[src/rtl/selen_wb_arb_pkg.sv]
// Shared types and defaults for the two-master Wishbone arbiter.
package selen_wb_arb_pkg;
  localparam int unsigned ARB_AW      = 32;
  localparam int unsigned ARB_DW      = 32;
  localparam int unsigned ARB_TIMEOUT = 64;

  typedef enum logic [1:0] {ARB_IDLE, ARB_GNT0, ARB_GNT1, ARB_ABORT} arb_state_t;
  typedef logic arb_idx_t;
endpackage

[src/rtl/selen_wb_arb_wdt.sv]
// Per-transfer watchdog: counts stalled strobe cycles and flags the last allowed one.
module selen_wb_arb_wdt
  import selen_wb_arb_pkg::*;
#(
  parameter int unsigned TIMEOUT = ARB_TIMEOUT
) (
  input  logic clk,
  input  logic rst,
  input  logic clr_i,
  input  logic en_i,
  output logic expire_o
);
  localparam int unsigned CW = (TIMEOUT > 0) ? $clog2(TIMEOUT + 1) : 1;
  localparam logic [CW-1:0] LAST = CW'((TIMEOUT > 0) ? TIMEOUT - 1 : 0);

  logic [CW-1:0] wdt_q, wdt_d;

  always_comb begin
    wdt_d = wdt_q;
    if (clr_i) wdt_d = '0;
    else if (en_i && (wdt_q != {CW{1'b1}})) wdt_d = wdt_q + 1'b1;
  end

  always_ff @(posedge clk) begin
    if (rst) wdt_q <= '0;
    else     wdt_q <= wdt_d;
  end

  // en_i already excludes a response, so a same-cycle ack always beats expiry.
  assign expire_o = (TIMEOUT != 0) && en_i && !clr_i && (wdt_q == LAST);
endmodule

[src/rtl/selen_wb_arbiter.sv]
// Round-robin Wishbone classic arbiter for L1I (m0) and L1D (m1) refill ports,
// grant locked for the whole cyc of the winner, with a stalled-access watchdog.
module selen_wb_arbiter
  import selen_wb_arb_pkg::*;
#(
  parameter int unsigned AW      = ARB_AW,
  parameter int unsigned DW      = ARB_DW,
  parameter int unsigned TIMEOUT = ARB_TIMEOUT
) (
  input  logic            clk,
  input  logic            rst,
  input  logic            m0_cyc_i,
  input  logic            m0_stb_i,
  input  logic            m0_we_i,
  input  logic [AW-1:0]   m0_adr_i,
  input  logic [DW-1:0]   m0_dat_i,
  input  logic [DW/8-1:0] m0_sel_i,
  output logic [DW-1:0]   m0_dat_o,
  output logic            m0_ack_o,
  output logic            m0_err_o,
  input  logic            m1_cyc_i,
  input  logic            m1_stb_i,
  input  logic            m1_we_i,
  input  logic [AW-1:0]   m1_adr_i,
  input  logic [DW-1:0]   m1_dat_i,
  input  logic [DW/8-1:0] m1_sel_i,
  output logic [DW-1:0]   m1_dat_o,
  output logic            m1_ack_o,
  output logic            m1_err_o,
  output logic            s_cyc_o,
  output logic            s_stb_o,
  output logic            s_we_o,
  output logic [AW-1:0]   s_adr_o,
  output logic [DW-1:0]   s_dat_o,
  output logic [DW/8-1:0] s_sel_o,
  input  logic [DW-1:0]   s_dat_i,
  input  logic            s_ack_i,
  input  logic            s_err_i
);
  arb_state_t state_q, state_d;
  arb_idx_t   gnt_q, gnt_d, prio_q, prio_d;

  logic            granted, resp, wdt_expire;
  logic            cur_cyc, cur_stb, cur_we;
  logic [AW-1:0]   cur_adr;
  logic [DW-1:0]   cur_dat, r_dat;
  logic [DW/8-1:0] cur_sel;
  logic            r_ack, r_err;

  assign granted = (state_q == ARB_GNT0) || (state_q == ARB_GNT1);
  assign resp    = s_ack_i | s_err_i;
  assign cur_cyc = gnt_q ? m1_cyc_i : m0_cyc_i;
  assign cur_stb = gnt_q ? m1_stb_i : m0_stb_i;
  assign cur_we  = gnt_q ? m1_we_i  : m0_we_i;
  assign cur_adr = gnt_q ? m1_adr_i : m0_adr_i;
  assign cur_dat = gnt_q ? m1_dat_i : m0_dat_i;
  assign cur_sel = gnt_q ? m1_sel_i : m0_sel_i;

  // Holding the counter clear outside a grant gives the clear-on-entry behaviour.
  selen_wb_arb_wdt #(.TIMEOUT(TIMEOUT)) u_wdt (
    .clk      (clk),
    .rst      (rst),
    .clr_i    (!granted || resp),
    .en_i     (granted && cur_stb && !resp),
    .expire_o (wdt_expire)
  );

  always_comb begin
    state_d = state_q;
    gnt_d   = gnt_q;
    prio_d  = prio_q;
    s_cyc_o = 1'b0;
    s_stb_o = 1'b0;
    s_we_o  = 1'b0;
    s_adr_o = '0;
    s_dat_o = '0;
    s_sel_o = '0;
    r_dat   = '0;
    r_ack   = 1'b0;
    r_err   = 1'b0;
    case (state_q)
      ARB_IDLE: begin
        if (m0_cyc_i || m1_cyc_i) begin
          gnt_d   = (m0_cyc_i && m1_cyc_i) ? prio_q : m1_cyc_i;
          state_d = gnt_d ? ARB_GNT1 : ARB_GNT0;
        end
      end
      ARB_GNT0, ARB_GNT1: begin
        s_cyc_o = cur_cyc;
        s_stb_o = cur_stb;
        s_we_o  = cur_we;
        s_adr_o = cur_adr;
        s_dat_o = cur_dat;
        s_sel_o = cur_sel;
        r_dat   = s_dat_i;
        r_ack   = s_ack_i;
        r_err   = s_err_i | wdt_expire;
        if (!cur_cyc) begin
          state_d = ARB_IDLE;
          prio_d  = ~gnt_q;
        end else if (wdt_expire) begin
          state_d = ARB_ABORT;
        end
      end
      ARB_ABORT: begin
        if (!cur_cyc) begin
          state_d = ARB_IDLE;
          prio_d  = ~gnt_q;
        end
      end
      default: state_d = ARB_IDLE;
    endcase
  end

  assign m0_ack_o = r_ack & ~gnt_q;
  assign m0_err_o = r_err & ~gnt_q;
  assign m0_dat_o = gnt_q ? '0 : r_dat;
  assign m1_ack_o = r_ack & gnt_q;
  assign m1_err_o = r_err & gnt_q;
  assign m1_dat_o = gnt_q ? r_dat : '0;

  always_ff @(posedge clk) begin
    if (rst) begin
      state_q <= ARB_IDLE;
      gnt_q   <= 1'b0;
      prio_q  <= 1'b0;
    end else begin
      state_q <= state_d;
      gnt_q   <= gnt_d;
      prio_q  <= prio_d;
    end
  end
endmodule

[config.mk]
export PLATFORM = sky130hd
export DESIGN_NAME = selen_wb_arbiter
export DESIGN_NICKNAME = d
export VERILOG_FILES = /design/src/rtl/selen_wb_arb_pkg.sv /design/src/rtl/selen_wb_arb_wdt.sv /design/src/rtl/selen_wb_arbiter.sv
export SDC_FILE = /design/constraint.sdc
export NUM_CORES = 1
export LEC_CHECK = 0
export ABC_AREA = 0
export BUFFER_PORTS_ARGS = -buffer_cell sky130_fd_sc_hd__buf_2
export CAP_MARGIN = 10
export CORE_AREA = 2 2 122 124
export DETAILED_ROUTE_END_ITERATION = 8
export DIE_AREA = 0 0 124 126
export PLACE_DENSITY_LB_ADDON = 0.12
export SLEW_MARGIN = 25
export SYNTH_ARGS = -nofsm -noshare
export SYNTH_HDL_FRONTEND = slang
export SYNTH_HIERARCHICAL = 1
export SYNTH_SLANG_ARGS = --single-unit
[constraint.sdc]
create_clock -name clk -period 2.9 [get_ports clk]
set_input_delay 0.58 -clock clk [delete_from_list [all_inputs] [get_ports clk]]
set_output_delay 0.58 -clock clk [all_outputs]
set_load 0.1 [all_outputs]
==> metrics.md, run 1 <==
| Metric | Value |
|---|---|
| Status | `completed` |
| DP Wirelength | `10.04 mm` |
| Syn_area_per_cell | `7.480 µm²` |
| Area grow syn2layout | `106.9%` |
| Worst Setup End Kind | `output pin` |
| Worst r2r src | `state_q[0]$_SDFFE_PP0P_` |
| Clock-pin slew on the worst setup and hold paths | `0.04 ns` |
| Final Cycle Share | `0.9308` |
| Synth area leader | `mux2i_1` |
| Final TNS setup | `0 ns` |
| Synthesized instance count | `324` |
| Hold worst-path end | `u_wdt/wdt_q[5]$_SDFFE_PP0P_` |
| # port buffers | `between 300 and 400` |
| First-pass GRT wire length | `17.95 mm` |
| Hold WS | `0.5073 ns` |
| Worst setup SP type | `flop` |
| Total Routing Usage GR | `0.1450` |
| CTS tree | `yes` |
| Top_reg_cell synth | `dfxtp_1` |
| Yosys warnings | `6` |
| Initial DRC Count | `74` |
| Hold_buf cts | `0` |
| Yosys cell types | `39` |
| Total Wirelength | `12.06 mm` |
| Met3 global-route usage | `0.02944` |
| Cell Rows | `44` |
| Crit-path max FO | `4` |
| Fmax | `between 300 and 400 MHz` |
| Wire per inst | `14.97 µm` |
| Final Slew Violations | `0` |
| Max stage delay on crit path | `0.36 ns` |
| Slew margin rel. | `0.5709` |
| Number of synthesized flops with an enable pin | `0` |
| Maximum buffer depth of the clock tree | `2` |
| Root buffer cell | `clkbuf_16` |
| FF-to-FF path depth | `11` |
| Grt ovf | `0` |
| Largest net degree at the start of global routing | `110` |
| R2R setup slack | `0.63 ns` |
| Crit path time final | `around 2.7 ns` |
| Via count | `3,402` |
| I/O pins | `between 300 and 400` |
| Crit-path slowest cell | `nor4_4` |
| First drt pass iteration count | `4` |
| Die Y | `around 130 µm` |
| Clk_lat worst skew | `about 0.24 ns` |
| Worst slew pin tran | `approximately 0.64 ns` |
| Buf/Inv on CP | `2` |
| Asr flop ratio synth | `0` |
| GP Congestion | `0.8647` |
| Critical R2R Capture | `state_q[1]$_SDFFE_PP0P_` |
| GR Layer Usage met1 | `0.1532` |
| Setup WS post-layout | `0.2006 ns` |
| CP Cell Sequence | `inv_2 -> ha_4 -> nor2b_4 -> and2_4 -> nand4_1 -> nor4_4 -> o211a_4 -> buf_12` |
| Ant diodes | `0` |
| Netlist Area Pre-Place | `2424 µm²` |
| Min-delay src | `u_wdt/wdt_q[5]$_SDFFE_PP0P_` |
| Commonest cells in the netlist | `mux2i_1, nor2b_1, and2_1, and3_1, clkbuf_1` |
| Global route hottest layer | `met2` |
| RSZ-0062 raised after global routing | `no` |
| Critical Path RT | `2.32 ns` |
| DRC Markers | `0` |
| CTS H-tree lvls | `1` |
| Core Region | `14,310 µm²` |
| Vias in the first global route | `3,287` |
| Seq/Total Area, Yosys | `0.09086` |
| Hold Vio Cnt, Final | `0` |
| WP data arrival | `between 2 and 2.5 ns` |
| Global routing met2 resource utilization | `0.2957` |
| Final Net Count | `approximately 810` |
| First element of the critical path | `state_q[0]$_SDFFE_PP0P_` |
| DIE WIDTH | `124 µm` |
| Initial core utilization | `0.1693` |
| Die area | `15,620 µm²` |
| Resized cells post-CTS | `0` |
| Setup-failing EPs final | `0` |
| Post-synthesis net count | `506` |
| Post-synth top area share | `0.3015` |
| CTS Buf Count | `3` |
| DP Worst Slack | `0.3887 ns` |
| Type of the worst setup path | `reg -> out` |
| Synth area leaders | `mux2i_1, nor2b_1, dfxtp_1` |
| Utilization after layout | `0.3503` |
| Ratio of cells with drive above 1 in the final layout | `0.6608` |
| MaxCap Viol Count | `0` |
| CP delay by family, top | `simple AND/OR/NAND/NOR gates` |
| Clk_skew | `0.002222 ns` |
| Cells on Worst Hold Path | `1` |
| Initial antenna violation count | `2` |
| Vias/cell | `4.221` |
| Post-DRT Antenna Nets | `0` |
| Clk sinks | `11` |
| Flops & latches, synth | `11` |
| Worst min path class | `reg -> reg` |
| Fill cells | `1,498` |
-- timing repair --
item | CTS | global route
endpoints found under the hold margin | 0 | 0
setup buffers | 0 | 4
setup endpoints to repair | 0 | 1
-- sequential cells by signal (all words and copies together) (netlist names) --
signal / flops
u_wdt/wdt_q: 7
state_q: 2
gnt_q: 1
prio_q: 1
-- worst reg2reg max path, cell delays in order, from the launching register on --
cell     delay, ns
dfxtp_2       0.34
inv_2         0.06
ha_4          0.27
nor2b_4       0.13
and2_4        0.17
nand4_1       0.16
nor4_4        0.36
buf_4         0.17
nor2b_1       0.05
o21ba_2       0.20
nor3_1        0.18
nor3_1        0.06
-- through the flow --
step / instances / area (µm²)
global placement: 798 / 4905
detailed placement: 798 / 4905
CTS: 802 / 4984
finish: 806 / 5014
global route: 806 / 5014
floorplan: 324 / 2664
-- cell usage in the layout, fill, tap and decap left out, types with 2 or more instances in the layout --
cell	count
buf_2	281
mux2i_1	73
nor2b_2	70
buf_12	38
and2_1	34
and3_1	33
nand2_1	14
dfxtp_1	8
nor2_1	7
a21oi_1	4
inv_1	4
nor3_1	4
buf_4	4
inv_2	3
o21ai_0	3
ha_1	3
clkbuf_16	3
a31oi_1	3
o21bai_1	2
nor2b_1	2
nand3b_1	2
dfxtp_2	2
-- routing by layer --
layer / up-vias / wire, µm
met3: 8 / 882
met2: 138 / 6724
li1: 1710 / -
met1: 1542 / 4366
met4: 4 / 59
met5: - / 30
-- cell families after synthesis --
kind of cell,after synthesis,share of synthesized area
simple gates,177,0.4461
mux,73,0.3015
fa+ha+maj,4,0.02065
buf+inv,36,0.07279
compound gates,23,0.06815
flops,11,0.09086
-- final cells by class --
type | instances | area, µm² | area share
clock buffers | 4 | 78.83 | 0.01572
repair buffers | 323 | 2197 | 0.4382
inverters | 7 | 26.28 | 0.005241
multi-input cells | 277 | 2255 | 0.4497
well taps | 184 | 230.2 | 0.04592
flip-flops and latches | 11 | 226.5 | 0.04517
-- how the worst max path moves through the flow --
stage,depth (start not counted),to,slack [ns]
after floorplan,8,m1_err_o,-0.04
after global placement,7,m0_dat_o[12],0.44
after detailed placement,8,m1_err_o,0.39
after CTS,8,m1_err_o,0.11
after global routing,8,m1_err_o,0.07
final,8,m1_err_o,0.20
Power of run 1 is left out: the tool's default activity adds up to more than one toggle a clock period on the data nets, which glitch-free logic cannot reach.
==> run 2, diff against run 1 <==
- clock period: 2.9 -> 3 ns (I/O delays scaled with it)
==> run 2 against run 1 <==
  * Critical path depth is 1 lower
  * Wire length is 12% higher
  * Global-route usage is 2.1 points higher
  * Critical endpoint is now m1_dat_o[9]
  * Largest cell class is now non-clock buffers
==> metrics.md, run 2 (synthesized netlist as in run 1, its figures left out) <==
| Metric | Value |
|---|---|
| Status | `completed` |
| Largest net degree at the start of global routing | `97` |
| Top reg by flops | `u_wdt/wdt_q` |
| CTS Buf Count | `3` |
| Final Net Count | `804` |
| Type of the worst setup path | `reg -> out` |
| Cells on Worst Hold Path | `1` |
| Fmax | `356.7 MHz` |
| Cell Rows | `44` |
| Initial antenna violation count | `4` |
| FF-to-FF path depth | `9` |
| Worst setup SP type | `flop` |
| RSZ-0062 raised after global routing | `no` |
| Final Slew Violations | `0` |
| Worst Setup End Kind | `output pin` |
| Clk_lat worst skew | `0.24 ns` |
| Core Region | `14,310 µm²` |
| Wire per inst | `16.79 µm` |
| Commonest non-fill, non-tap cells in the layout | `buf_2, buf_12, mux2i_1, nor2b_2, and2_1` |
| GP Congestion | `0.9098` |
| Via count | `3,459` |
| Design area | `slightly below 6000 µm²` |
| # port buffers | `about 320` |
| First drt pass iteration count | `4` |
| DRC Markers | `0` |
| R2R setup slack | `0.81 ns` |
| Setup-failing EPs final | `0` |
| Cell mode on critical path | `buf_4` |
| MaxCap Viol Count | `0` |
| Top flop regs | `u_wdt/wdt_q (7), state_q (2)` |
| I/O pins | `317` |
| Clock-pin slew on the worst setup and hold paths | `approximately 0.040 ns` |
| Final Cycle Share | `0.9345` |
| First-pass GRT wire length | `19.80 mm` |
| Slew margin rel. | `0.5885` |
| Maximum buffer depth of the clock tree | `2` |
| Crit path time final | `between 2 and 3 ns` |
| DP Wirelength | `about 12 mm` |
| Post-CTS Setup Repair Bufs | `0` |
| Clk sinks | `11` |
| Max FFs per register | `7` |
| Vias in the first global route | `3,555` |
| CP delay by family, top | `buffers and inverters` |
| Grt ovf | `0` |
| Worst min path class | `reg -> reg` |
| WP data arrival | `around 2.2 ns` |
| Clk_skew | `between 0.0015 and 0.002 ns` |
| Worst slew pin tran | `between 0.6 and 0.7 ns` |
| DIE WIDTH | `124 µm` |
| Total Wirelength | `13.55 mm` |
| Buf/Inv on CP | `5` |
| CTS H-tree lvls | `1` |
| Placed Area | `5698 µm²` |
| Die area | `15,620 µm²` |
| Hold worst-path end | `u_wdt/wdt_q[5]$_SDFFE_PP0P_` |
| Root buffer cell | `clkbuf_16` |
| Commonest non-fill, non-tap cell in the layout | `buf_2` |
| Resized cells post-CTS | `0` |
| Crit-path max FO | `30` |
| Hold Vio Cnt, Final | `0` |
| Crit-path slowest cell | `dfxtp_1` |
| First element of the critical path | `state_q[0]$_SDFFE_PP0P_` |
| CP Cell Sequence | `inv_1 -> ha_2 -> buf_4 -> buf_4 -> buf_4 -> and3_1 -> buf_12` |
| Ratio of cells with drive above 1 in the final layout | `0.6538` |
| Total Routing Usage GR | `0.1659` |
| Area grow syn2layout | `138.6%` |
| Die Y | `126 µm` |
| Initial core utilization | `0.1693` |
| Hold_buf cts | `0` |
| Critical R2R Capture | `state_q[0]$_SDFFE_PP0P_` |
| Vias/cell | `roughly 4.3` |
| CTS tree | `yes` |
| Worst r2r src | `state_q[0]$_SDFFE_PP0P_` |
| Max stage delay on crit path | `between 0.3 and 0.4 ns` |
| Initial DRC Count | `108` |
| Critical Path RT | `2.40 ns` |
| Post-DRT Antenna Nets | `0` |
| Min-delay src | `u_wdt/wdt_q[5]$_SDFFE_PP0P_` |
run 2: changes by cell type in the layout (fill, tap and decap cells not counted), sizes merged:
cell / before / now
buf: 323 / 322
diode: 0 / 2
run 2: worst reg2reg max path, stage by stage (launching register included):
cell and delay (ns):
dfxtp_1 0.35, inv_1 0.07, ha_2 0.33, buf_4 0.19
nand2_1 0.17, nor4_4 0.39, nor2b_1 0.11, o21ba_2 0.22
nor3_1 0.17, nor3_1 0.07
run 2: metrics by stage:
| stage | TNS (ns) | utilization | hold WS, ns | std cells | worst slack, ns |
|---|---|---|---|---|---|
| after CTS | 0 | 0.4036 | 0.4918 | 805 | 0.1831 |
| after floorplan | -0.03927 | - | 0.4520 | 324 | -0.03927 |
| final | 0 | 0.4039 | 0.4874 | 807 | 0.1966 |
| after global routing | 0 | 0.4038 | 0.5194 | 806 | 0.03977 |
| after detailed placement | 0 | 0.3981 | 0.4861 | 801 | 0.4507 |
| after global placement | 0 | 0.3981 | 0.4858 | 801 | 0.4820 |
run 2: metal layers:
layer	global-route usage	share of wire	routed length [µm]
met1	0.1563	0.33	4422
met2	0.3455	0.58	7817
met3	0.04710	0.077	1050
met4	0.02842	0.017	234
met5	0	0.0020	27
run 2: final cells by class:
class	instances	area [µm²]
Inverter	7	26.28
Clock buffer	4	78.83
Timing Repair Buffer	322	2973
Antenna cell	2	5.005
Multi-Input combinational cell	277	2245
Sequential cell	11	224.0
Fill cell	1454	8532
Tap cell	184	230.2
run 2: worst max-delay path by stage:
stage                       end  depth (start not counted)
floorplan              m1_err_o                          8
global placement    m1_dat_o[3]                          7
detailed placement  m1_dat_o[2]                          7
CTS                 m1_dat_o[2]                          7
global route         s_adr_o[4]                          7
finish              m1_dat_o[9]                          7
Power of run 2 is left out for the same reason.
==> run 3, diff against run 2 <==
- MAX_ROUTING_LAYER: default -> met4
- PLACE_DENSITY: default -> 0.48
- PLACE_DENSITY_LB_ADDON: 0.12 -> default
==> run 3 against run 2 <==
  * Wire length decreased by 11%
  * Global-route usage decreased by 1.7 points
  * Via count decreased by 1.2%
  * Non-clock buffer count decreased by 1
  * Hold slack improved by 0.022 ns
  * Final cell count increased by 0.12%
  * Clock skew about the same
  * Critical endpoint is now m1_err_o
  * Fmax increased by 0.33%
==> metrics.md, run 3 (synthesized netlist as in run 1, its figures left out) <==
| Metric | Value |
|---|---|
| Hold_buf cts | `0` |
| Status | `completed` |
| Post-route insts no fill | `808` |
| First drt pass iteration count | `4` |
| CTS tree | `yes` |
| DRC Markers | `0` |
| Commonest non-fill, non-tap cell in the layout | `buf_2` |
| Slew margin rel. | `0.6073` |
| CTS H-tree lvls | `1` |
| Max stage delay on crit path | `approximately 0.36 ns` |
| MaxCap Viol Count | `0` |
| Max FFs per register | `7` |
| Initial core utilization | `0.1693` |
| Type of the worst setup path | `reg -> out` |
| Setup-failing EPs final | `0` |
| Vias in the first global route | `3,283` |
| Worst setup SP type | `flop` |
| Fill cells | `between 1,000 and 1,500` |
| Post-CTS Setup Repair Bufs | `0` |
| Critical Path RT | `2.40 ns` |
| Initial DRC Count | `104` |
| Wire per inst | `14.93 µm` |
| DP Wirelength | `10.41 mm` |
| Area grow syn2layout | `117.4%` |
| Final TNS setup | `0 ns` |
| Crit-path slowest cell | `ha_2` |
| Die area | `15,620 µm²` |
| Resized cells post-CTS | `0` |
| Cells on Worst Hold Path | `1` |
| Core Region | `14,310 µm²` |
| Final Slew Violations | `0` |
| First-pass GRT wire length | `17.71 mm` |
| Worst slew pin tran | `about 0.6 ns` |
| Initial antenna violation count | `3` |
| Crit path time final | `between 2 and 3 ns` |
| Clk_lat worst skew | `approximately 0.23 ns` |
| Utilization after layout | `0.3681` |
| Post-DRT Antenna Nets | `0` |
| FF-to-FF path depth | `10` |
| DP Cell Count | `800` |
| Hold Vio Cnt, Final | `0` |
| Area of the multi-input gates | `around 2200 µm²` |
| Reg area | `approximately 220 µm²` |
| Total Routing Usage GR | `0.1485` |
| Total Wirelength | `12.07 mm` |
| GP Congestion | `0.8921` |
| Die Y | `126 µm` |
| Final Cycle Share | `0.9314` |
| RSZ-0062 raised after global routing | `no` |
| Cell Rows | `44` |
| Top flop regs | `u_wdt/wdt_q (7), state_q (2)` |
| Root buffer cell | `clkbuf_16` |
| Fmax | `around 360 MHz` |
| Largest net degree at the start of global routing | `70` |
| Ratio of cells with drive above 1 in the final layout | `0.6532` |
| WP data arrival | `2.19 ns` |
| Worst min path class | `reg -> reg` |
| Clock-pin slew on the worst setup and hold paths | `0.04 ns` |
| Grt ovf | `0` |
| I/O pins | `317` |
| CP Cell Sequence | `inv_1 -> ha_2 -> nor2b_4 -> and2_4 -> nand4_1 -> nor4_4 -> o211a_4 -> buf_12` |
| DIE WIDTH | `124 µm` |
| # port buffers | `316` |
| Top reg by flops | `u_wdt/wdt_q` |
| Crit-path max FO | `4` |
| Commonest non-fill, non-tap cells in the layout | `buf_2, mux2i_1, nor2b_2, buf_12, and2_1` |
| Final Net Count | `803` |
| Via count | `around 3,400` |
| CTS Buf Count | `3` |
| Worst Setup End Kind | `output pin` |
| Clk sinks | `11` |
| Maximum buffer depth of the clock tree | `2` |
| Clk_skew | `approximately 0.0016 ns` |
| Vias/cell | `4.228` |
-- run 3: final timing paths --
| check | start | to | slack [ns] |
|---|---|---|---|
| setup / recovery | state_q[1]$_SDFFE_PP0P_ | m1_err_o | 0.21 |
| hold / removal | u_wdt/wdt_q[5]$_SDFFE_PP0P_ | u_wdt/wdt_q[5]$_SDFFE_PP0P_ | 0.51 |
| setup reg to reg | state_q[1]$_SDFFE_PP0P_ | state_q[1]$_SDFFE_PP0P_ | 0.70 |
| hold reg to reg | u_wdt/wdt_q[5]$_SDFFE_PP0P_ | u_wdt/wdt_q[5]$_SDFFE_PP0P_ | 0.51 |
-- run 3: final cells by class --
cell class | instances | area share
antenna | 4 | 0.001900
clock buffer | 4 | 0.01496
inverter | 7 | 0.004987
multi-input combinational | 277 | 0.4260
sequential | 11 | 0.04251
tap | 184 | 0.04370
timing repair buffer | 321 | 0.4659
-- run 3: per-stage QoR --
step	hold WS [ns]	area (µm²)	setup WS [ns]
final	0.5094	5269	0.2058
after global routing	0.5422	5266	0.04826
after CTS	0.5002	5259	0.1884
after detailed placement	0.4942	5180	0.4533
after global placement	0.4882	5180	0.4953
after floorplan	0.4520	2640	-0.03927
-- run 3: worst max-delay path, delay by kind of cell (launching register included) --
family                     cells  cell delay, ns
adders and majority gates      1            0.36
buffers and inverters          2            0.24
and+or+nand+nor                4            0.77
DFF                            1            0.35
AOI/OAI and AO/OA              1            0.23
-- run 3: metal layers --
metal,wire [µm],vias up,global-route usage,part of all wire
met5,0,-,-,0
met4,116,0,0.01520,0.0096
met3,834,8,0.02582,0.069
met2,6382,159,0.2757,0.53
met1,4733,1534,0.1702,0.39
li1,-,1715,-,-
Power of run 3 is left out for the same reason.
